[src/rtl/pipe_stage_reg.sv]
// Inter-stage pipeline register: LANES instruction slots with valid-gated write enables,
// stall/flush/kill control and saturating hold/bubble/flush counters.
module pipe_stage_reg #(
    parameter int LANES      = 1,
    parameter int DATA_W     = 32,
    parameter int WE_W       = 4,
    parameter int STALL_W    = 6,
    parameter int STAGE      = 4,
    parameter int CNT_W      = 16,
    parameter bit CLEAR_DATA = 1'b1
) (
    input  logic                    clk,
    input  logic                    rst,
    input  logic [STALL_W-1:0]      stall,
    input  logic                    flush,
    input  logic [LANES-1:0]        kill_mask,
    input  logic [LANES-1:0]        in_valid,
    input  logic [LANES*WE_W-1:0]   in_we,
    input  logic [LANES*DATA_W-1:0] in_data,
    input  logic                    cnt_clr,
    output logic [LANES-1:0]        out_valid,
    output logic [LANES*WE_W-1:0]   out_we,
    output logic [LANES*DATA_W-1:0] out_data,
    output logic [CNT_W-1:0]        hold_cnt,
    output logic [CNT_W-1:0]        bubble_cnt,
    output logic [CNT_W-1:0]        flush_cnt
);

    typedef enum logic [1:0] {
        ACT_ADVANCE = 2'd0,
        ACT_HOLD    = 2'd1,
        ACT_BUBBLE  = 2'd2,
        ACT_FLUSH   = 2'd3
    } act_e;

    localparam logic [CNT_W-1:0] CNT_MAX = {CNT_W{1'b1}};

    logic                    us_s;
    logic                    ds_s;
    act_e                    act_s;
    logic [LANES-1:0]        valid_d, valid_q;
    logic [LANES*WE_W-1:0]   we_d, we_q;
    logic [LANES*DATA_W-1:0] data_d, data_q;
    logic [CNT_W-1:0]        hold_d, hold_q;
    logic [CNT_W-1:0]        bubble_d, bubble_q;
    logic [CNT_W-1:0]        flush_d, flush_q;

    function automatic logic [CNT_W-1:0] sat_inc(input logic [CNT_W-1:0] c);
        if (c == CNT_MAX) begin
            sat_inc = c;
        end else begin
            sat_inc = c + CNT_W'(1'b1);
        end
    endfunction

    assign us_s = stall[STAGE];

    // The last stage in the stall vector has no downstream stage to wait on.
    generate
        if (STAGE < STALL_W - 1) begin : g_ds
            assign ds_s = stall[STAGE+1];
        end else begin : g_no_ds
            assign ds_s = 1'b0;
        end
    endgenerate

    // Per-edge action, flush first, then bubble/hold from the stall pair.
    always_comb begin
        act_s = ACT_ADVANCE;
        if (flush) begin
            act_s = ACT_FLUSH;
        end else if (us_s && !ds_s) begin
            act_s = ACT_BUBBLE;
        end else if (us_s) begin
            act_s = ACT_HOLD;
        end else begin
            act_s = ACT_ADVANCE;
        end
    end

    // Datapath next state; write enables are always gated by the lane's valid.
    always_comb begin
        valid_d = valid_q;
        we_d    = we_q;
        data_d  = data_q;
        case (act_s)
            ACT_FLUSH, ACT_BUBBLE: begin
                valid_d = {LANES{1'b0}};
                we_d    = {(LANES*WE_W){1'b0}};
                if (CLEAR_DATA) begin
                    data_d = {(LANES*DATA_W){1'b0}};
                end else begin
                    data_d = data_q;
                end
            end
            ACT_HOLD: begin
                valid_d = valid_q;
                we_d    = we_q;
                data_d  = data_q;
            end
            ACT_ADVANCE: begin
                for (int i = 0; i < LANES; i++) begin
                    valid_d[i]             = in_valid[i] & ~kill_mask[i];
                    we_d[i*WE_W +: WE_W]   = in_we[i*WE_W +: WE_W] & {WE_W{valid_d[i]}};
                end
                data_d = in_data;
            end
            default: begin
                valid_d = {LANES{1'b0}};
                we_d    = {(LANES*WE_W){1'b0}};
                data_d  = data_q;
            end
        endcase
    end

    // Counter next state; a clear wins over any increment in the same cycle.
    always_comb begin
        hold_d   = hold_q;
        bubble_d = bubble_q;
        flush_d  = flush_q;
        if (cnt_clr) begin
            hold_d   = {CNT_W{1'b0}};
            bubble_d = {CNT_W{1'b0}};
            flush_d  = {CNT_W{1'b0}};
        end else begin
            case (act_s)
                ACT_FLUSH:   flush_d  = sat_inc(flush_q);
                ACT_BUBBLE:  bubble_d = sat_inc(bubble_q);
                ACT_HOLD:    hold_d   = sat_inc(hold_q);
                ACT_ADVANCE: hold_d   = hold_q;
                default:     hold_d   = hold_q;
            endcase
        end
    end

    // State registers with asynchronous active-low reset.
    always_ff @(posedge clk or negedge rst) begin
        if (!rst) begin
            valid_q  <= {LANES{1'b0}};
            we_q     <= {(LANES*WE_W){1'b0}};
            data_q   <= {(LANES*DATA_W){1'b0}};
            hold_q   <= {CNT_W{1'b0}};
            bubble_q <= {CNT_W{1'b0}};
            flush_q  <= {CNT_W{1'b0}};
        end else begin
            valid_q  <= valid_d;
            we_q     <= we_d;
            data_q   <= data_d;
            hold_q   <= hold_d;
            bubble_q <= bubble_d;
            flush_q  <= flush_d;
        end
    end

    assign out_valid  = valid_q;
    assign out_we     = we_q;
    assign out_data   = data_q;
    assign hold_cnt   = hold_q;
    assign bubble_cnt = bubble_q;
    assign flush_cnt  = flush_q;

endmodule

[config.mk]
export PLATFORM = sky130hd
export DESIGN_NAME = pipe_stage_reg
export DESIGN_NICKNAME = d
export VERILOG_FILES = /design/src/rtl/pipe_stage_reg.sv
export SDC_FILE = /design/constraint.sdc
export NUM_CORES = 1
export LEC_CHECK = 0
export CAP_MARGIN = 10
export CELL_PAD_IN_SITES_DETAIL_PLACEMENT = 0
export CELL_PAD_IN_SITES_GLOBAL_PLACEMENT = 1
export CORE_ASPECT_RATIO = 1.75
export CORE_UTILIZATION = 43
export CTS_CLUSTER_SIZE = 14
export DETAILED_ROUTE_END_ITERATION = 8
export DONT_BUFFER_PORTS = 1
export PLACE_DENSITY = 0.74
export RECOVER_POWER = 50
export SYNTH_ARGS = -nofsm -noshare
export SYNTH_HDL_FRONTEND = slang
export SYNTH_SLANG_ARGS = --single-unit
[constraint.sdc]
create_clock -name clk -period 1.8 [get_ports clk]
set_input_delay 0.27 -clock clk [delete_from_list [all_inputs] [get_ports clk]]
set_output_delay 0.27 -clock clk [all_outputs]
set_load 0.05 [all_outputs]
### Word-level counts from Yosys, hierarchy flattened

Index checks and enable logic that the tools add are counted.

* output and inout bits: 85
* flip-flop bits (word level): 85
* input port bits: 48
* logic and storage cells: 46

* mux-type cells: 15
* bitwise gates (word level): 3
* reduce and logical (&&, ||, !) cells: 10
* add/subtract/negate cells: 3
* equal/unequal tests: 9

Operators by type and width (count)
* $mux W16: 9
* $pmux W32 S2: 1
* $add A16 B1 Y16 const B: 3
* $eq A16 B16 Y1 const B: 3
* $pmux W4 S2: 1
* $ne A2 B2 Y1 const B: 3
* $reduce_and A2 Y1: 3
* $reduce_bool A2 Y1: 3
* $and A4 B4 Y4: 1
* $eq A2 B2 Y1 const B: 2
* $mux W2: 2
* $eq A2 B1 Y1 const B: 1
* $logic_not A2 Y1: 1
* $pmux W1 S2: 1
* $reduce_or A2 Y1: 1
* $and A1 B1 Y1: 1
* $logic_and A1 B1 Y1: 1
* $logic_not A1 Y1: 1
* $mux W1: 1
* $not A1 Y1: 1

### Depth between registers and ports, before layout

* depth after elaboration: 7
* mapped depth: 7

### Worst setup path before layout

No wires, ideal clock.

* path type: reg-to-reg
* start point: reg bubble_q[0] (netlist: bubble_cnt[0])
* end point: reg bubble_q[10] (netlist: bubble_cnt[10])
* arrival time: 2.187 ns
* data required time: 1.673 ns
* cell stages (with the launch flop): 7
* path slack: -0.515 ns
* buffers on the path: 0
* cells stage by stage: dfrtp_1 > ha_1 > nand4_1 > nor4_4 > nor3_1 > and3_1 > mux2_1

* word-level cells in the longest chain between the ends: 4
* elaborated cells between the ends (all ways): 7
* classes of those cells: add/sub: 1; eq/ne: 2; mux: 3; reduce/logical: 1

RTL lines
* from (decl): line 45 `logic [CNT_W-1:0] bubble_d, bubble_q;`
* from (signal assigned): line 143 `bubble_q <= {CNT_W{1'b0}};`
* from (signal assigned): line 150 `bubble_q <= bubble_d;`
* $add A16 B1 Y16: line 52 `sat_inc = c + CNT_W'(1'b1);`
* $mux W16: line 49 `if (c == CNT_MAX) begin`
* $mux W16: line 126 `case (act_s)`
* $mux W16: line 121 `if (cnt_clr) begin`

Several ways; a longest one is shown, not always the timed one. The select of a mux whose other input is x is not followed.
A chain may end at the register's enable or synchronous reset.

### Worst setup path in the final report

* start point: reg bubble_q[1] (netlist: bubble_cnt[1])
* end point: reg bubble_q[10] (netlist: bubble_cnt[10])

Same word-level chain as after synthesis.

==> flow_summary_export.csv <==
group,metric,value,unit
outcome,run_status,"finished with violations",
outcome,violations,"negative hold slack",
power_and_ir_drop,ir_drop,0.712,mV
synthesis,ys_types,43,
synthesis,async_flop_share,1.00,
critical_path,crit_slowest_cell,"dfrtp_2",
critical_path,reg2reg_from,"bubble_cnt[1]",
routing,vias,3012,
routing,dr.pass1.iters,4,
synthesis,yosys-top-cells-area,"dfrtp_1 (54%), a22o_1 (8.0%), xnor2_1 (4.9%)",
floorplanning,fp.dieH,128,µm
clock_network,clkLatencyLatePin,0.33,ns
sta,worst_slew_pin_slew,0.678,ns
clock_network,cts_buffers,9,
synthesis,syn_avg_cell_area,10.8,µm²
sta,finClkSkew,0.00429,ns
routing,drc,0,
critical_path,crit_chain,"ha_4 > nand4_1 > nor4_4 > nor3_1 > and3_1 > mux2_1",
synthesis,yosysMostFrequentCell,"dfrtp_1",
place,place_congestion,0.792,
global_route,grt_max_degree,86,
place,port_buffers,0,
final_layout,diodes,0,
sta,finalHoldViolations,85,
critical_path,end_kind,"register",
global_route,grt_antenna_before_repair,0,
critical_path,crit_required,2.02,ns
critical_path,r2r_setup_slack,0.09,ns
sta,fin_crit,1.71,ns
synthesis,syn-num-nets,414,
synthesis,synthCells,363,
floorplanning,start_util,0.447,
floorplanning,dieArea,9530,µm²
clock_network,clockRootBuffer,"clkbuf_16",
final_layout,drive_gt1_frac,0.289,
sta,hold_slack,-0.373,ns
power_and_ir_drop,leakagePower,2.11,nW
critical_path,start_kind,"register",
clock_network,cts_sinks,85,
synthesis,synth_top_area_share,0.542,
synthesis,syn_area,3920,µm²
critical_path,crit_path_max_incr_delay,0.39,ns
place,dp_hpwl,6.57,mm
clock_network,hold_buffers,1,
floorplanning,num_rows,45,
critical_path,reg2reg_to,"bubble_cnt[10]",
routing,post_drt_wl_per_cell,17.0,µm
routing,wl_met3,609,µm
global_route,grt_usage,0.205,
worst_hold_path,hold_class,"in2async",
global_route,gr-total-overflow,0,
sta,maxSlewHeadroom,0.548,
synthesis,yosysSeqAreaShare,0.542,
global_route,grt_first_pass_wirelength,14.6,mm
routing,routed_wl,9.26,mm
synthesis,synth_commonest_cells,"dfrtp_1 (85), nor2_1 (44), a22o_1 (36), xnor2_1 (22)",
final_layout,syn2layout_area_growth,24.9,%
sta,slew_viol_final,0,
floorplanning,io-pin-count,133,
routing,top_layer_used,"met4",
sta,rsz0062_at_grt,"yes",
synthesis,yosys_warnings,0,
sta,fin_crit_sh,0.948,
global_route,grt_pass1_vias,3109,
synthesis,synth_flop_cell,"dfrtp_1",
critical_path,setup.worst_path.class,"reg2reg",
floorplanning,die_width,74.2,µm
place,dpl_worst_slack,0.00906,ns
flow_run,max_cap_viol_count,0,
synthesis,yosysTopAreaCell,"dfrtp_1",
sta,setup_ws,0.0930,ns
power_and_ir_drop,power_density,850,nW/µm²
floorplanning,core,8780,µm²
routing,drt-met1-wl,3.52,mm
sta,fmax,586,MHz
critical_path,reg2reg_depth,6,
routing,viasPerCell,5.52,
synthesis,ys_ff_latch,85,
clock_network,clkTransAtPathRegs,0.06,ns
routing,antenna_left,0,
final_layout,final_nets,475,
routing,drtIter0Drc,103,
routing,met2WireLength,4.87,mm
clock_network,ctsHtreeMaxLevel,3,
critical_path,crit_arrival,1.92,ns
clock_network,tritoncts,"done",
synthesis,synth_edf_count,0,
critical_path,critical_path.max_fanout,5,
clock_network,clockBufferDepth,2,
sta,setup_viol,0,
[worst max-delay path by stage]
stage	to	slack, ns	depth (start not counted)	start
5_1_grt	flush_cnt[15]	-0.01	6	flush_cnt[1]
3_5_place_dp	flush_cnt[9]	0.009	7	flush_cnt[1]
3_3_place_gp	flush_cnt[9]	0.05	7	flush_cnt[1]
6_report	bubble_cnt[10]	0.09	6	bubble_cnt[1]
4_1_cts	bubble_cnt[10]	0.05	6	bubble_cnt[1]
2_1_floorplan	bubble_cnt[10]	-0.27	6	bubble_cnt[0]
[cell type report]
class                      instances  area (µm²)
clock inverter                     5        56.3
fill                             794        3880
clock buffer                      11         253
inverter                           3        11.3
sequential                        85        2160
tap                              117         146
timing repair buffer              66         505
multi-input combinational        259        1770
[routing by layer]
metal  up-vias  GRT usage
met5         -          0
met4         0     0.0932
met3        19     0.0705
met2       117      0.359
met1      1419      0.216
li1       1457          -
[layout by cell type (no fill, tap or decap), types with 12 or more instances in the layout]
master and n:
xnor2_1 22, nor2_1 43, nand4_1 16, nor3_1 15, buf_4 64, a21oi_1 12, a22o_1 36, dfrtp_1 61
nand2_1 17, dfrtp_2 24, nand3_1 16
[cell families after synthesis]
| group | synth area share |
|---|---|
| AND/OR/NAND/NOR | 0.216 |
| buffers and inverters | 0.0217 |
| multiplexers | 0.0131 |
| adder cells (fa/ha/maj) | 0.00957 |
| flip-flops | 0.542 |
| AO/OA/AOI/OAI | 0.136 |
| XOR/XNOR | 0.0625 |
[per-stage QoR]
step | utilization | power (W) | std cells | setup TNS (ns) | cell area, µm²
global placement | 0.518 | 0.00230 | 526 | 0 | 4550
finish | 0.558 | 0.00417 | 546 | 0 | 4900
floorplan | - | 0.00228 | 363 | -1.61 | 4010
global route | 0.558 | 0.00433 | 546 | -0.0231 | 4900
CTS | 0.557 | 0.00423 | 545 | 0 | 4890
detailed placement | 0.518 | 0.00231 | 526 | 0 | 4550
[critical path: cells and delay by family (launching register included)]
family | cells | cell delay, ns
AND/OR/NAND/NOR | 4 | 0.72
multiplexers | 1 | 0.31
flip-flops | 1 | 0.39
adder cells (fa/ha/maj) | 1 | 0.16
[power breakdown]
part           internal [W]  switching (W)  total, W
clock               0.00115       0.000725   0.00187
combinational     0.0000681       0.000102  0.000170
sequential          0.00195       0.000167   0.00212
total               0.00317       0.000994   0.00417
[timing repair]
item,CTS,global route
resized for setup,0,1
pin swaps,1,4
setup buffers,2,1
endpoints found under the setup margin,1,10
cloned,0,0
hold endpoints to repair,130,85
[sequential cells by signal, summed over array words and instances, names as in the netlist]
register / cells
bubble_cnt: 16
flush_cnt: 16
out_data: 32
out_we: 4
hold_cnt: 16
out_valid: 1
(Power assumes the default switching activity.)
